<file path="src/rtl/div_radix2_pkg.sv">
// div_radix2_pkg
//   Shared definitions for the radix-2 restoring divider:
//   - div_state_e : FSM state encodings (2 bits)
//   - DIV_RESULT_READY / DIV_RESULT_NOT_READY : levels of ready_out
//   - DIV_START / DIV_STOP : levels of start_i
//   - abs32() : magnitude of a 32-bit operand, optionally treated as signed
package div_radix2_pkg;

  typedef enum logic [1:0] {
    DIV_FREE   = 2'b00,
    DIV_BYZERO = 2'b01,
    DIV_ON     = 2'b10,
    DIV_END    = 2'b11
  } div_state_e;

  localparam logic DIV_RESULT_READY     = 1'b1;
  localparam logic DIV_RESULT_NOT_READY = 1'b0;
  localparam logic DIV_START            = 1'b1;
  localparam logic DIV_STOP             = 1'b0;

  localparam int DIV_W     = 32;
  localparam int DIV_ITERS = 32;

  // Two's-complement magnitude. -0x80000000 wraps to 0x80000000, which is
  // also its correct unsigned magnitude, so no special case is needed.
  function automatic logic [DIV_W-1:0] abs32(input logic neg, input logic [DIV_W-1:0] v);
    return neg ? (~v + 32'd1) : v;
  endfunction

endpackage

</file>
<file path="src/rtl/div_radix2.sv">
// div_radix2
//   Multi-cycle 32-bit integer divider (restoring, one quotient bit per
//   clock), signed or unsigned. 33-cycle latency from the accepting edge,
//   2 cycles for a zero divisor. Overflow and divide-by-zero give 0-based
//   results, never a trap.
//
// Ports
//   clk       in   1   clock, rising edge
//   rst       in   1   asynchronous reset, active low
//   sign      in   1   1 = signed (DIV), 0 = unsigned (DIVU); sampled on start
//   a         in  32   dividend; sampled on start
//   b         in  32   divisor; sampled on start
//   start_i   in   1   request level, only acted on in FREE
//   annul_i   in   1   abort the running operation
//   result    out 64   {remainder, quotient}; registered, held until next op
//   ready_out out  1   one-cycle pulse, result valid this cycle
module div_radix2
  import div_radix2_pkg::*;
(
  input  logic        clk,
  input  logic        rst,
  input  logic        sign,
  input  logic [31:0] a,
  input  logic [31:0] b,
  input  logic        start_i,
  input  logic        annul_i,
  output logic [63:0] result,
  output logic        ready_out
);

  div_state_e  state;
  logic [5:0]  cnt;
  logic [64:0] work;     // {partial remainder[64:32], dividend/quotient[31:0]}
  logic [31:0] bmag;
  logic        sign_r;
  logic        a_neg;
  logic        b_neg;

  // One restoring iteration on the working register.
  logic [64:0] sh;
  logic [33:0] diff;
  logic [64:0] step;
  logic [31:0] q_mag;
  logic [31:0] r_mag;
  logic [31:0] q_fin;
  logic [31:0] r_fin;
  logic        start_ok;

  always_comb begin
    sh   = work << 1;
    // 34-bit difference so the borrow lands in bit 33 even when the
    // shifted remainder uses its full 33 bits.
    diff = {1'b0, sh[64:32]} - {2'b00, bmag};
    step = sh;
    if (!diff[33]) step = {diff[32:0], sh[31:1], 1'b1};
    // Remainder is always below the divisor magnitude, so 32 bits suffice.
    q_mag = step[31:0];
    r_mag = step[63:32];
    // Quotient is negative when operand signs differ; the remainder
    // follows the dividend. 0x80000000 / -1 has equal signs and wraps.
    q_fin = (sign_r && (a_neg ^ b_neg)) ? (~q_mag + 32'd1) : q_mag;
    r_fin = (sign_r && a_neg)           ? (~r_mag + 32'd1) : r_mag;
    // Annul outranks start in FREE.
    start_ok = (start_i == DIV_START) && !annul_i;
  end

  always_ff @(posedge clk or negedge rst) begin
    if (!rst) begin
      state     <= DIV_FREE;
      result    <= '0;
      ready_out <= DIV_RESULT_NOT_READY;
      cnt       <= '0;
      work      <= '0;
      bmag      <= '0;
      sign_r    <= 1'b0;
      a_neg     <= 1'b0;
      b_neg     <= 1'b0;
    end else begin
      case (state)
        DIV_FREE: begin
          ready_out <= DIV_RESULT_NOT_READY;
          if (start_ok) begin
            if (b == 32'd0) begin
              state <= DIV_BYZERO;
            end else begin
              state  <= DIV_ON;
              work   <= {33'd0, abs32(sign && a[31], a)};
              bmag   <= abs32(sign && b[31], b);
              sign_r <= sign;
              a_neg  <= sign && a[31];
              b_neg  <= sign && b[31];
              cnt    <= '0;
            end
          end
        end

        DIV_BYZERO: begin
          result    <= '0;
          ready_out <= DIV_RESULT_READY;
          state     <= DIV_END;
        end

        DIV_ON: begin
          if (annul_i) begin
            state  <= DIV_FREE;
            result <= '0;
            cnt    <= '0;
          end else begin
            work <= step;
            cnt  <= cnt + 6'd1;
            // The 32nd iteration's output goes straight into result so that
            // result and ready_out are both registered in END.
            if (cnt == 6'(DIV_ITERS - 1)) begin
              state     <= DIV_END;
              result    <= {r_fin, q_fin};
              ready_out <= DIV_RESULT_READY;
            end
          end
        end

        DIV_END: begin
          // start_i seen here is ignored; it is picked up next cycle in FREE.
          ready_out <= DIV_RESULT_NOT_READY;
          state     <= DIV_FREE;
        end

        default: begin
          ready_out <= DIV_RESULT_NOT_READY;
          state     <= DIV_FREE;
        end
      endcase
    end
  end

endmodule
</file>
<file path="config.mk">
export PLATFORM = sky130hd
export DESIGN_NAME = div_radix2
export DESIGN_NICKNAME = d
export VERILOG_FILES = /design/src/rtl/div_radix2_pkg.sv /design/src/rtl/div_radix2.sv
export SDC_FILE = /design/constraint.sdc
export NUM_CORES = 1
export LEC_CHECK = 0
export CAP_MARGIN = 20
export CORE_UTILIZATION = 55
export DETAILED_ROUTE_END_ITERATION = 6
export MAX_ROUTING_LAYER = met4
export PLACE_DENSITY = 0.75
export SETUP_SLACK_MARGIN = 0.4
export SLEW_MARGIN = 25
export SYNTH_ARGS = -nofsm -noshare
export SYNTH_HDL_FRONTEND = slang
export SYNTH_SLANG_ARGS = --single-unit
</file>
<file path="constraint.sdc">
create_clock -name clk -period 5.3 [get_ports clk]
set_input_delay 0.795 -clock clk [delete_from_list [all_inputs] [get_ports clk]]
set_output_delay 0.795 -clock clk [all_outputs]
set_load 0.05 [all_outputs]
</file>
* Word-level counts from Yosys, hierarchy flattened
Cells that the tools add are included.
W data, S select, Z words.
** Operators by class
- Add/sub/neg operators :: 6
- Eq/ne operators :: 9
- Muxes and demuxes :: 24
- Bitwise logic cells :: 6
- Reduce and logical (&&, ||, !) cells :: 17
** Operators with widths (number)
- $mux W64 :: 6
- $pmux W64 S2 :: 2
- $add A32 B1 Y32 const B :: 4
- $mux W32 :: 4
- $not A32 Y32 :: 4
- $sub A33 B32 Y34 :: 1
- $logic_not A32 Y1 :: 1
- $mux W6 :: 3
- $pmux W6 S2 :: 1
- $mux W2 :: 4
- $ne A2 B2 Y1 const B :: 4
- $pmux W2 S4 :: 1
- $add A6 B1 Y6 const B :: 1
- $eq A6 B5 Y1 const B :: 1
- $reduce_and A2 Y1 :: 3
- $reduce_and A3 Y1 :: 2
- $logic_and A1 B1 Y1 :: 5
- $eq A2 B2 Y1 const B :: 2
- $reduce_and A4 Y1 :: 1
- $reduce_bool A2 Y1 :: 2
- $ne A3 B3 Y1 const B :: 1
- $pmux W1 S3 :: 1
- $eq A2 B1 Y1 const B :: 1
- $logic_not A2 Y1 :: 1
- other kinds (5) :: 6
** Word-level totals
- Register bits :: 172
- Input bits :: 69
- Output and inout port bits :: 65
- Logic and storage cells :: 71

* Longest topological paths before layout
- Depth in word-level cells :: 8
- Mapped depth :: 25
- Mapped depth without buffers :: 20

* Least setup slack after synthesis
No wires, ideal clock.
- Path kind :: reg-to-reg
- Start point :: register work[54]
- End point :: register result[60]
- Library setup time :: 0.083 ns
- Data arrival time :: 4.728 ns
- Required time :: 5.217 ns
- Slack :: 0.489 ns
- Stages on the path, launching flop included :: 24
- Path buffers :: 6
- Clock period less this slack :: 4.811 ns
- Path through :: dfrtp_1 -> ha_1 -> clkbuf_1 -> and3_1 -> clkbuf_1 -> nand2_1 -> nor4_1 -> a31o_1 -> buf_6 -> buf_2 -> buf_1 -> buf_2 -> a21oi_1 -> inv_1 -> ha_1 -> nand2_1 -> nor2_1 -> nand3_1 -> or4_1 -> o21a_1 -> nor4_1 -> a41oi_1 -> xor2_1 -> o21ai_0
** Between the ends
- Cells in the longest elaborated chain, start to end :: 8
** Ends and longest elaborated chain
- start, declared :: RTL line div_radix2.sv:33 : logic [64:0] work;
- start signal, assigned :: RTL line div_radix2.sv:87 : work <= {33'd0, abs32(sign && a[31], a)};
- start signal, assigned :: RTL line div_radix2.sv:109 : work <= step;
- $sub A33 B32 Y34 :: RTL line div_radix2.sv:53 : diff = {1'b0, sh[64:32]} - {2'b00, bmag};
- $mux W64 * :: RTL line div_radix2.sv:55 : if (!diff[33]) step = {diff[32:0], sh[31:1], 1'b1};
- $not A32 Y32 :: RTL line div_radix2.sv:62 : r_fin = (sign_r && a_neg) ? (~r_mag + 32'd1) : r_mag;
- $add A32 B1 Y32 :: RTL line div_radix2.sv:62
- $mux W32 * :: RTL line div_radix2.sv:62
- $mux W64 * :: RTL line div_radix2.sv:113 : if (cnt == 6'(DIV_ITERS - 1)) begin
- $mux W64 * :: RTL line div_radix2.sv:104 : if (annul_i) begin
- $pmux W64 S2 * :: RTL line div_radix2.sv:79 : case (state)
- end signal, assigned :: RTL line div_radix2.sv:115 : result <= {r_fin, q_fin};
- end, declared :: RTL line div_radix2.sv:27 : output logic [63:0] result,
Every way passes the cells marked *; elsewhere a longest branch is shown, timed or not. The select of a mux whose other input is x is not followed.
A chain may end at the register's enable or synchronous reset.

* Worst setup path in the final report
- Start point :: register work[39]
- End point :: register result[60]
The elaborated chain is that of the path after synthesis.

==> metrics.yaml <==
sta:
  maxSlewViolCount: 0
  fin_worst_skew_ns: 0.0158
  slew_headroom_pct: 39.8
  rsz0062_at_grt: "no"
  finalHoldViolations: 0
  setup_tns_ns: 0
  final.min_clock_period_ns: 4.59
  max_freq_mhz: 218
  holdWs_ns: 0.349
  timing.final.crit_share_pct: 86.6
  setup_viol: 0
  worst_pin_slew_ns: 0.903
synthesis:
  synth_most_common_cell: "nand2_1"
  avgSynthCellArea_um2: 7.92
  syn_nets: 1642
  synth_top_area_share_pct: 35.5
  synthTopCellsByCount: "223 x nand2_1, 196 x o21ai_0, 172 x dfrtp_1"
  netlist_area_um2: 12100
  synth_seq_area_share_pct: 35.5
  synthTopCellsByArea: "dfrtp_1 35%, o21ai_0 8.1%, nand2_1 6.9%"
  synth_flop_cell: "dfrtp_1"
  ys_types: 75
  yosysWarnings: 0
  synth-edff-count: 0
  synthArstFlopShare_pct: 100
  ys_ff_latch: 172
  yosysTopAreaCell: "dfrtp_1"
  synthCells: 1532
die:
  die_w_um: 150
  row_count: 53
  die_h_um: 150
  core_area_um2: 21300
  pin_count: 134
  initial_utilization_pct: 57.0
  die_area_um2: 22600
global_route:
  antenna_found_initial: 0
  overflow: 0
  grt_pass1_vias: 10800
  grt_use_met1_pct: 44.1
  grt.busiest_layer: "met2"
  use_met2_pct: 48.6
  grt_max_degree: 90
  grt_pass1_wl_mm: 54.7
  track_usage_pct: 31.6
  met3_usage_pct: 3.36
clock_network:
  root_buffer: "clkbuf_16"
  ctsHoldBuffers: 0
  cts_tree: "built"
  clockBufferDepth: 2
  clock-sinks: 172
  clock_latency_ns: 0.44
  path_clk_slew_ns: 0.07
  ctsHtreeMaxLevel: 4
  cts_made_buffers: 17
placement:
  place_congestion: 0.943
  io_buffers: 133
  dpl.cell_count: 1880
  place_hpwl_mm: 25.0
run:
  maxCapViolations: 0
cells_and_area:
  syn_to_final_growth_pct: 17.7
  fillCellCount: 1874
  finalNonFillerCells: 1913
  nNetsFinal: 1735
  layout-drive-gt1-share_pct: 5.13
  fin_util_pct: 67.0
  n_antenna_cell: 0
critical_path:
  slowest_stage: "or4_4"
  r2r_end: "result[60]"
  worstPathRequired_ns: 5.66
  cp_top_family: "compound AO/OA/AOI/OAI gates"
  cp.arrival_ns: 4.95
  worst_setup_path_start_kind: "flop"
  worstReg2RegStart: "work[39]"
  worstSetupEndpointType: "flop"
  crit_chain: "ha_1 > a21o_1 > a31o_4 > a211oi_4 > nand3b_1 > a31o_2 > nor2_1 > a21oi_1 > inv_1 > ha_2 > nand2_1 > nor2_1 > nand3_1 > or4_4 > o21a_1 > nor4_1 > buf_4 > a41oi_1 > xor2_1 > o21ai_0"
  r2r_slack_ns: 0.71
  cp_max_fo: 6
  cp_slowest_stage_delay_ns: 0.49
  crit_buf_inv: 2
  ff2ff_path_depth: 20
  crit_path_end: "result[60]"
  crit_type: "flop to flop"
  cpMostUsedCell: "nor2_1"
  cp_num_cells: 20
  startpoint: "work[39]"
pwr:
  max-vdd-ir-drop_mv: 0.577
  leakage_nw: 6.03
  power_w: 0.00905
  powerDensity_nw_per_um2: 634
min_path:
  min_path_type: "primary input to asynchronous set/reset pin"
drt:
  drtAntennaViolNets: 0
  dr.pass1.iters: 5
  drtIter0Drc: 849
  drc: 0
  routed_wirelength_mm: 33.3
  num_vias: 11400
  viasPerCell: 5.94
  wire_per_inst_um: 17.4
status:
  status: "complete, no violations"
worst register-to-register path: stages, from the launching register on:
cell and delay (ns):
dfrtp_1 0.45, ha_1 0.42, a21o_1 0.25, a31o_4 0.23, a211oi_4 0.34, nand3b_1 0.13, a31o_2 0.31, nor2_1 0.14
a21oi_1 0.06, inv_1 0.10, ha_2 0.22, nand2_1 0.08, nor2_1 0.14, nand3_1 0.15, or4_4 0.49, o21a_1 0.22
nor4_1 0.19, buf_4 0.19, a41oi_1 0.11, xor2_1 0.18, o21ai_0 0.14
cell families (layout without fill, tap and decap cells):
kind of cell / Yosys count / count (layout) / synth area share [%]
AOI/OAI and AO/OA: 473 / 473 / 22.9
xor gates and xnor gates: 134 / 134 / 9.68
adders and majority gates: 41 / 41 / 4.29
buffers and inverters: 136 / 242 / 4.49
DFF: 172 / 172 / 35.5
muxes: 27 / 27 / 2.27
and+or+nand+nor: 549 / 549 / 20.9
report_power, final:
part	internal, W	switching (W)
sequential	0.00166	0.000373
clock	0.000635	0.000630
combinational	0.00209	0.00367
total	0.00438	0.00467
per-layer routing:
| layer | part of all wire (%) | vias up |
|---|---|---|
| met4 | 1.9 | 0 |
| met3 | 5.2 | 46 |
| met5 | 0 | - |
| met2 | 46 | 343 |
| met1 | 47 | 5377 |
| li1 | - | 5599 |
layout make-up:
cell class / count / area, µm² / area share, %
multi-input combinational: 1224 / 7330 / 51.4
sequential: 172 / 4300 / 30.2
timing repair buffer: 151 / 1470 / 10.3
clock buffer: 17 / 425 / 2.98
tap: 275 / 344 / 2.41
inverter: 59 / 226 / 1.59
clock inverter: 15 / 173 / 1.21
cell usage in the layout, fill, tap and decap left out, types with 8 or more instances in the layout:
cell type / count
a211oi_1: 10
a21o_1: 17
a21oi_1: 144
a31oi_1: 14
and2_1: 8
and3_1: 11
buf_4: 18
clkbuf_16: 17
clkdlybuf4s50_1: 132
dfrtp_1: 172
ha_1: 35
inv_1: 57
mux2i_1: 23
nand2_1: 222
nand2b_1: 10
nand3_1: 20
nand4_1: 8
nor2_1: 138
nor3_1: 40
nor4_1: 25
o211ai_1: 9
o21ai_0: 196
o31ai_1: 23
or3_1: 18
or4_1: 12
xnor2_1: 57
xor2_1: 77
state kept, by name (all words and copies together), names as in the netlist:
register   flops
a_neg          1
b_neg          1
bmag          32
cnt            6
ready_out      1
result        64
sign_r         1
state          2
work          64
per-stage QoR:
| stage | setup slack, ns | area (µm²) |
|---|---|---|
| floorplan | 0.489 | 12100 |
| global placement | 0.795 | 13600 |
| detailed placement | 0.682 | 13600 |
| CTS | 0.633 | 14200 |
| global route | 0.393 | 14300 |
| finish | 0.711 | 14300 |
how the worst min path moves through the flow:
stage	from	to	slack (ns)	cells past startpoint
finish	rst	bmag[27]	0.35	1
global route	rst	bmag[28]	0.47	1
CTS	rst	bmag[26]	0.43	1
detailed placement	result[11]	result[11]	0.47	2
global placement	result[2]	result[2]	0.46	2
floorplan	bmag[23]	bmag[23]	0.45	2
what timing repair did:
item	CTS	global route
endpoints found under the setup margin	0	7
gates resized for setup	0	6
setup buffers	0	1
Power figures use the tool's default switching activity.
